`config.mk`:
```
export PLATFORM = sky130hd
export DESIGN_NAME = clock_calendar_core
export DESIGN_NICKNAME = d
export VERILOG_FILES = /design/src/rtl/clock_calendar_core.sv
export SDC_FILE = /design/constraint.sdc
export NUM_CORES = 1
export LEC_CHECK = 0
export CAP_MARGIN = 20
export CORE_MARGIN = 5
export CORE_UTILIZATION = 30
export DETAILED_ROUTE_END_ITERATION = 8
export GPL_ROUTABILITY_DRIVEN = 1
export PLACE_DENSITY_LB_ADDON = 0.08
export SLEW_MARGIN = 15
export SYNTH_ARGS = -nofsm -noshare
export SYNTH_HDL_FRONTEND = slang
export SYNTH_SLANG_ARGS = --single-unit
```
`constraint.sdc`:
```
create_clock -name clock -period 4.7 [get_ports clock]
set_input_delay 0.47 -clock clock [delete_from_list [all_inputs] [get_ports clock]]
set_output_delay 0.47 -clock clock [all_outputs]
set_load 0.1 [all_outputs]
```
`src/rtl/clock_calendar_core.sv`:
```
// Timekeeping core: second prescaler, leap-aware calendar chain and a debounced
// three-key field-setting FSM feeding the display mux and alarm/compare logic.
module clock_calendar_core #(
  parameter int TICKS_PER_SEC   = 32768,
  parameter int DEBOUNCE_CYCLES = 327,
  parameter int TWELVE_HOUR     = 0,
  parameter int YEAR_BASE       = 2000
) (
  input  logic       clock,
  input  logic       reset,
  input  logic       key_mode,
  input  logic       key_add,
  input  logic       key_sub,
  output logic [5:0] second,
  output logic [5:0] minute,
  output logic [4:0] hour,
  output logic [4:0] hour_disp,
  output logic       pm,
  output logic [4:0] day,
  output logic [3:0] month,
  output logic [6:0] year,
  output logic [2:0] field_sel,
  output logic       setting,
  output logic       blink,
  output logic       sec_tick
);

  localparam int PS_W = (TICKS_PER_SEC > 2) ? $clog2(TICKS_PER_SEC) : 1;
  localparam int DB_W = $clog2(DEBOUNCE_CYCLES + 1);
  localparam logic [PS_W-1:0] PS_LAST = PS_W'(TICKS_PER_SEC - 1);
  localparam logic [PS_W-1:0] PS_HALF = PS_W'(TICKS_PER_SEC / 2);
  localparam logic [DB_W-1:0] DB_LAST = DB_W'(DEBOUNCE_CYCLES - 1);
  localparam logic [31:0]     YEAR_BASE_BITS = YEAR_BASE;

  localparam logic [2:0] ST_RUN    = 3'd0;
  localparam logic [2:0] ST_HOUR   = 3'd1;
  localparam logic [2:0] ST_MINUTE = 3'd2;
  localparam logic [2:0] ST_YEAR   = 3'd3;
  localparam logic [2:0] ST_MONTH  = 3'd4;
  localparam logic [2:0] ST_DAY    = 3'd5;

  // Days in month; leap rule is simply year offset divisible by four.
  function automatic logic [4:0] month_len(input logic [3:0] m, input logic [6:0] y);
    logic [4:0] len;
    case (m)
      4'd4, 4'd6, 4'd9, 4'd11: len = 5'd30;
      4'd2:                    len = (y[1:0] == 2'b00) ? 5'd29 : 5'd28;
      default:                 len = 5'd31;
    endcase
    return len;
  endfunction

  function automatic logic [6:0] step_wrap(input logic [6:0] v, input logic [6:0] lo,
                                           input logic [6:0] hi, input logic up);
    logic [6:0] r;
    if (up) begin
      r = (v >= hi) ? lo : v + 7'd1;
    end else begin
      r = (v <= lo) ? hi : v - 7'd1;
    end
    return r;
  endfunction

  // YEAR_BASE is descriptive only; folding it into an unused net keeps it referenced.
  logic year_base_unused_s;
  assign year_base_unused_s = ^YEAR_BASE_BITS;

  logic [2:0]      key_raw_s;
  logic [2:0]      sync1_r, sync2_r, stable_r, stable_d_r, press_r;
  logic [DB_W-1:0] db_cnt_r [3];
  logic            mode_ev_s, add_ev_s, sub_ev_s;

  assign key_raw_s = {key_sub, key_add, key_mode};
  assign mode_ev_s = press_r[0];
  assign add_ev_s  = press_r[1] & ~press_r[2] & ~press_r[0];
  assign sub_ev_s  = press_r[2] & ~press_r[1] & ~press_r[0];

  // Per-key synchroniser, debounce counter and registered press pulse
  always_ff @(posedge clock) begin
    if (reset) begin
      sync1_r    <= 3'b000;
      sync2_r    <= 3'b000;
      stable_r   <= 3'b000;
      stable_d_r <= 3'b000;
      press_r    <= 3'b000;
      for (int i = 0; i < 3; i++) db_cnt_r[i] <= {DB_W{1'b0}};
    end else begin
      sync1_r    <= key_raw_s;
      sync2_r    <= sync1_r;
      stable_d_r <= stable_r;
      press_r    <= stable_r & ~stable_d_r;
      for (int i = 0; i < 3; i++) begin
        if (sync2_r[i] == stable_r[i]) begin
          db_cnt_r[i] <= {DB_W{1'b0}};
        end else if (db_cnt_r[i] == DB_LAST) begin
          db_cnt_r[i] <= {DB_W{1'b0}};
          stable_r[i] <= sync2_r[i];
        end else begin
          db_cnt_r[i] <= db_cnt_r[i] + DB_W'(1);
        end
      end
    end
  end

  logic [2:0] state_r, state_next_s;
  logic       run_s, exit_s, edit_s;

  // FSM state register
  always_ff @(posedge clock) begin
    if (reset) begin
      state_r <= ST_RUN;
    end else begin
      state_r <= state_next_s;
    end
  end

  // FSM next state: mode events walk the field ring
  always_comb begin
    state_next_s = state_r;
    if (mode_ev_s) begin
      case (state_r)
        ST_RUN:    state_next_s = ST_HOUR;
        ST_HOUR:   state_next_s = ST_MINUTE;
        ST_MINUTE: state_next_s = ST_YEAR;
        ST_YEAR:   state_next_s = ST_MONTH;
        ST_MONTH:  state_next_s = ST_DAY;
        default:   state_next_s = ST_RUN;
      endcase
    end else begin
      state_next_s = state_r;
    end
  end

  // FSM outputs: chain enable, SET_DAY exit strobe, field edit strobe
  always_comb begin
    run_s  = 1'b0;
    exit_s = 1'b0;
    edit_s = 1'b0;
    case (state_r)
      ST_RUN:  run_s  = 1'b1;
      ST_DAY:  begin
        exit_s = mode_ev_s;
        edit_s = add_ev_s | sub_ev_s;
      end
      default: edit_s = add_ev_s | sub_ev_s;
    endcase
  end

  logic [PS_W-1:0] presc_r, presc_n_s;
  logic [5:0] sec_r, min_r, sec_n_s, min_n_s;
  logic [4:0] hour_r, hour_n_s, day_r, day_pre_s, day_n_s, cur_len_s, new_len_s;
  logic [3:0] month_r, month_n_s;
  logic [6:0] year_r, year_n_s;
  logic       tick_s, blink_r, tick_r;
  logic       sec_wrap_s, min_wrap_s, hour_wrap_s, day_wrap_s, month_wrap_s;

  assign tick_s       = run_s && (presc_r == PS_LAST);
  assign presc_n_s    = (exit_s || presc_r == PS_LAST) ? {PS_W{1'b0}} : presc_r + PS_W'(1);
  assign cur_len_s    = month_len(month_r, year_r);
  assign sec_wrap_s   = (sec_r == 6'd59);
  assign min_wrap_s   = sec_wrap_s && (min_r == 6'd59);
  assign hour_wrap_s  = min_wrap_s && (hour_r == 5'd23);
  assign day_wrap_s   = hour_wrap_s && (day_r == cur_len_s);
  assign month_wrap_s = day_wrap_s && (month_r == 4'd12);

  // Field next values: carry chain in RUN, single-field edits in set states
  always_comb begin
    sec_n_s   = sec_r;
    min_n_s   = min_r;
    hour_n_s  = hour_r;
    day_pre_s = day_r;
    month_n_s = month_r;
    year_n_s  = year_r;
    if (tick_s) begin
      sec_n_s   = 6'(step_wrap(7'(sec_r), 7'd0, 7'd59, 1'b1));
      min_n_s   = sec_wrap_s ? 6'(step_wrap(7'(min_r), 7'd0, 7'd59, 1'b1)) : min_r;
      hour_n_s  = min_wrap_s ? 5'(step_wrap(7'(hour_r), 7'd0, 7'd23, 1'b1)) : hour_r;
      day_pre_s = hour_wrap_s ? ((day_r == cur_len_s) ? 5'd1 : day_r + 5'd1) : day_r;
      month_n_s = day_wrap_s ? 4'(step_wrap(7'(month_r), 7'd1, 7'd12, 1'b1)) : month_r;
      year_n_s  = month_wrap_s ? step_wrap(year_r, 7'd0, 7'd99, 1'b1) : year_r;
    end else if (exit_s) begin
      sec_n_s = 6'd0;
    end else if (edit_s) begin
      case (state_r)
        ST_HOUR:   hour_n_s  = 5'(step_wrap(7'(hour_r), 7'd0, 7'd23, add_ev_s));
        ST_MINUTE: min_n_s   = 6'(step_wrap(7'(min_r), 7'd0, 7'd59, add_ev_s));
        ST_YEAR:   year_n_s  = step_wrap(year_r, 7'd0, 7'd99, add_ev_s);
        ST_MONTH:  month_n_s = 4'(step_wrap(7'(month_r), 7'd1, 7'd12, add_ev_s));
        ST_DAY:    day_pre_s = 5'(step_wrap(7'(day_r), 7'd1, 7'(cur_len_s), add_ev_s));
        default:   sec_n_s   = sec_r;
      endcase
    end else begin
      sec_n_s = sec_r;
    end
  end

  // A month or year edit can shorten the month under the current day.
  assign new_len_s = month_len(month_n_s, year_n_s);
  assign day_n_s   = (day_pre_s > new_len_s) ? new_len_s : day_pre_s;

  // Calendar, prescaler and status registers
  always_ff @(posedge clock) begin
    if (reset) begin
      presc_r <= {PS_W{1'b0}};
      sec_r   <= 6'd0;
      min_r   <= 6'd0;
      hour_r  <= 5'd0;
      day_r   <= 5'd1;
      month_r <= 4'd1;
      year_r  <= 7'd0;
      tick_r  <= 1'b0;
      blink_r <= 1'b0;
    end else begin
      presc_r <= presc_n_s;
      sec_r   <= sec_n_s;
      min_r   <= min_n_s;
      hour_r  <= hour_n_s;
      day_r   <= day_n_s;
      month_r <= month_n_s;
      year_r  <= year_n_s;
      tick_r  <= tick_s;
      blink_r <= (presc_n_s < PS_HALF) && (state_next_s != ST_RUN);
    end
  end

  // Display hour, combinational from the hour register
  always_comb begin
    if (TWELVE_HOUR != 0) begin
      if (hour_r == 5'd0) begin
        hour_disp = 5'd12;
      end else if (hour_r > 5'd12) begin
        hour_disp = hour_r - 5'd12;
      end else begin
        hour_disp = hour_r;
      end
      pm = (hour_r >= 5'd12);
    end else begin
      hour_disp = hour_r;
      pm        = 1'b0;
    end
  end

  assign second    = sec_r;
  assign minute    = min_r;
  assign hour      = hour_r;
  assign day       = day_r;
  assign month     = month_r;
  assign year      = year_r;
  assign field_sel = state_r;
  assign setting   = (state_r != ST_RUN);
  assign blink     = blink_r;
  assign sec_tick  = tick_r;

endmodule

```
Word-level counts from Yosys, hierarchy flattened. Memories as Yosys holds them, arrays and structs flattened. Cells that the tools add are included. W data, S select, Z words.

Register bits after elaboration: 68. Bits in latches: 0. Memory bits (writable): 27. Memory bits (read-only): 0. Input port bits: 5. Output and inout bits: 45. Word-level logic and storage cells: 225. Memories kept: 1.

Memories: db_cnt_r (depth 3, bits a word 9, read ports 3, clocked after memory_dff 0, wr ports 3, line 70) `logic [DB_W-1:0] db_cnt_r [3];`.

Add/subtract/negate cells: 16. Multipliers: 0. Divide/modulo/power cells: 0. Magnitude comparators: 13. Equal/unequal tests: 31. Shifts and indexed selects: 0. Multiplexer cells: 99. Bitwise gates (word level): 22. Reductions and logical operators: 25.

Operators by type and width (number): $mux W5 (18); $mux W9 (9); $mux W6 (11); $mux W7 (8); $mux W1 (40); $mux W4 (8); $add A9 B1 Y9 const B (3); $eq A9 B9 Y1 const B (3); $eq A4 B4 Y1 const B (5); $eq A4 B3 Y1 const B (4); $add A15 B1 Y15 const B (1); $add A5 B1 Y5 const B (3); $eq A15 B15 Y1 const B (1); $lt A15 B15 Y1 const B (1); $mux W15 (1); $pmux W3 S5 (1); $add A6 B1 Y6 const B (2); $eq A6 B6 Y1 const B (2); $ge A6 B6 Y1 const B (2); $reduce_and A4 Y1 (3); $le A5 B1 Y1 const B (2); $or A1 B1 Y1 (10); $reduce_bool A2 Y1 (5); $sub A5 B1 Y5 const B (2); 34 further kinds (61).

Logic depth before layout (Yosys ltp).
Depth in word-level cells: 13. Depth in mapped cells: 22. Depth with buffers taken out: 22.

Worst setup path before layout. Ideal clock, no wire load.

Path kind: reg2reg. From: register month_r[0], in the netlist month[0]. To: register day_r[0], in the netlist day[0]. Library setup time: 120 ps. Arrival time: 4320 ps. Required time: 4580 ps. Setup slack: 260 ps. Cell stages (with the launch flop): 17. Path buffers: 0. Period minus slack after synthesis: 4440 ps. Cells stage by stage: dfxtp_1 -> inv_1 -> ha_1 -> and2_1 -> ha_1 -> and4_1 -> nand2_1 -> nor2_1 -> a211oi_2 -> or3_4 -> nor3_1 -> a21oi_1 -> ha_1 -> a21oi_1 -> o21a_1 -> nand4_1 -> a211o_1.

Cells in the longest elaborated chain, start to end: 13. Elaborated cells on any way between the ends: 46. Those cells by class: add/sub: 2; order compare: 4; eq/ne: 12; mux: 23; reduce/logical: 5.

Ends and longest elaborated chain: start, declared (line 152) `logic [3:0] month_r, month_n_s;`; start signal, assigned (line 219) `month_r <= month_n_s;`; parallel branches: the longest is 12 deep, another holds $gt A5 B5 Y1; $mux W5 * (line 199) `assign day_n_s = (day_pre_s > new_len_s) ? new_len_s : day_pre_s;`; end signal, assigned (line 218) `day_r <= day_n_s;`; end, declared (line 151) `logic [4:0] hour_r, hour_n_s, day_r, day_pre_s, day_n_s, cur_len_s, new_len_s;`.

Every way passes the cells marked *. The select of a mux whose other input is x is not followed. A chain may end at the register's enable or synchronous reset.

Final worst setup path. Same ends and word-level chain as after synthesis.

==> impl_metrics.toml <==
[critical_path]
crit_arrival_ps = 4610
reg2reg_from = "month[0]"
endpoint_kind = "flop"
startpoint_type = "flop"
path_common_cell = "ha_1"
required_ps = 4990
path_cells = "inv_1, ha_1, and2_1, ha_1, and4_1, nand2_1, nor2_1, a211oi_2, or3_4, nor3_1, a21oi_1, ha_1, a21oi_1, o21a_1, nand4_1, a211oi_1, a211o_1"
cp_slowest_stage_delay_ps = 530
cp-startpoint = "month[0]"
crit_type = "reg2reg"
slowest_stage = "dfxtp_1"
critical_path.max_fanout = 9

[drt]
post_drt_wl_per_cell_um = 14.8
met3_length_um = 752
drt-total-wl_um = 15300
avgViaCountPerCell = 5.10
met2_length_um = 6630
post-route-drc-count = 0
firstDrtPassIters = 5
drt_iter0_drc = 432
vias = 5269
final_antenna_net_count = 0
wl_met1_um = 7640
top_layer_used = "met4"

[hold_path]
worstHoldStart = "stable_d_r[0]"
holdCritPathClass = "reg2reg"

[die]
io_pins = 50
dieArea_sq_um = 22800
die_w_um = 151
num_rows = 51
die_h_um = 151
core_area_sq_um = 19500
start_util_pct = 30.6

[clock_tree]
cts_tree = "done"
clkLatencyLatePin_ps = 350
post_cts_buffers = 0
cts_max_path_buffers = 2
cts_max_level = 3
clkTransAtPathRegs_ps = 70
numCtsBuffers = 9
cts-root-buf = "clkbuf_16"
ctsHoldBuffers = 0
clock_sinks = 95
post_cts_resized = 0

[global_route]
antenna_found_initial = 0
grt_pass1_wl_um = 25000
globalRouteTotalUtil_pct = 13.6
grt_pass1_vias = 4826
gr-total-overflow = 0
grt_max_degree = 54

[power]
power.share.clock_pct = 43.0
vdd_drop_max_mv = 0.159
pwr-share-seq_pct = 52.6
power_density_nw_per_um2 = 238
p_leak_nw = 2.56
p_int_w = 0.00125
swShare_pct = 24.8
combPwrFrac_pct = 4.4
p_sw_w = 0.000413

[sta]
setup_slack_ps = 379
max_clock_freq_mhz = 231
slew_violations = 0
fin_setup_tns_ps = 0
relSlewSlack_pct = 30.4
skew_ps = 8.60
tightest_slew_ps = 1040
post-route-period-util_pct = 91.9
hold_viol = 0
setup_viol_count_final = 0
fin_crit_ps = 4320
rsz0062_at_grt = "false"

[synthesis]
syn_inst = 713
netlist_area_sq_um = 5970
synth-async-reset-ratio_pct = 0
synth-main-ff-cell = "dfxtp_1"
synth_area_per_cell_sq_um = 8.37
synth_edf_count = 27
yosysUniqueCellTypes = 82
yosysWarnings = 0
synth_top_cell_by_area = "dfxtp_1"
yosys_register_bits = 95
netlist.area_leader.share_pct = 22.8
synth_common_cells = "105 x nor2_1, 68 x dfxtp_1, 43 x nand3_1, 41 x nand2_1, 39 x a21oi_1"
yosysSeqAreaShare_pct = 36.4
yosysMostFrequentCell = "nor2_1"
synthTopCellsByArea = "dfxtp_1 23%, edfxtp_1 14%, nor2_1 6.6%"

[finish]
drive_gt1_share_pct = 5.85
antenna_cells = 0
nets = 797
syn_to_final_growth_pct = 17.1

[run_status]
status = "finished, final reports clean"

[place]
hpwl_um = 10900
io_buffers = 48
gp_congestion = 0.833
place_ws_ps = 450

[run]
cap_viol_max_count = 0
per-stage QoR:
stage	instances	instance area (sq um)	total power, W	utilization (%)	hold WS, ps
3_5_place_dp	1018	6710	0.000966	34.4	378
5_1_grt	1034	6990	0.00174	35.8	404
2_1_floorplan	739	6070	0.000949	-	367
3_3_place_gp	1018	6710	0.000966	34.4	378
4_1_cts	1034	6990	0.00170	35.8	389
6_report	1034	6990	0.00166	35.8	386
path summary, 6_finish.rpt:
kind | endpoint | slack, ps | cells after the start
worst max-delay path | day[0] | 380 | 17
worst min register to register | press_r[0] | 390 | 1
worst min-delay path | press_r[0] | 390 | 1
worst max register to register | day[0] | 380 | 17
area by class of cell:
| cell class | instances | area (sq um) |
|---|---|---|
| clock inverter | 6 | 50.0 |
| tap | 265 | 332 |
| sequential | 95 | 2170 |
| inverter | 22 | 82.6 |
| clock buffer | 10 | 229 |
| multi-input combinational | 579 | 3580 |
| fill | 2004 | 12500 |
| timing repair buffer | 57 | 543 |
power groups by stage:
stage / Clock, W / Sequential [W] / Combinational, W
floorplan: 0 / 0.000899 / 0.0000503
global placement: 0 / 0.000893 / 0.0000735
detailed placement: 0 / 0.000893 / 0.0000733
CTS: 0.000749 / 0.000874 / 0.0000737
global route: 0.000780 / 0.000877 / 0.0000816
finish: 0.000714 / 0.000874 / 0.0000731
worst max-delay path: cells and delay by family, from the launching register on:
kind	cells	cell delay, ps
and+or+nand+nor	7	1810
adders and majority gates	3	840
AOI/OAI and AO/OA	6	930
DFF	1	530
buffers and inverters	1	140
flip-flops by register name, indices dropped and copies added, names as in the netlist, 4 cells and up:
signal,cells
db_cnt_r,27
presc_r,15
year,7
minute,6
second,6
day,5
hour,5
month,4
cells by family after synthesis:
| logic type | after synthesis | share of synthesized area, % |
|---|---|---|
| and+or+nand+nor | 320 | 27.9 |
| DFF | 95 | 36.4 |
| adders and majority gates | 28 | 5.87 |
| other | 2 | 0.126 |
| AOI/OAI and AO/OA | 152 | 16.8 |
| xor gates and xnor gates | 45 | 6.60 |
| muxes | 6 | 1.05 |
| buffers and inverters | 65 | 5.20 |
placed cells by master (no fill, tap or decap), drive strengths merged, types with 5 or more instances in the layout:
cell type,count
nor2b,15
a211o,5
nor2,105
a31oi,9
a311oi,5
xor2,28
dfxtp,68
a21o,5
nand3b,7
and3,11
conb,28
a211oi,13
buf,10
inv,26
xnor2,17
a22oi,6
and2,8
nand3,44
or3,11
edfxtp,27
ha,28
clkdlybuf4s50,47
nand4,18
nor3,22
a21oi,40
o21ai,38
clkbuf,10
nand2b,9
nand2,41
metal layers:
| metal | GRT usage (%) | up-vias |
|---|---|---|
| li1 | - | 2644 |
| met1 | 19.4 | 2482 |
| met2 | 20.2 | 124 |
| met3 | 3.02 | 19 |
| met4 | 4.62 | 0 |
| met5 | 0 | - |
No activity file was read; power rests on OpenSTA's default activity.
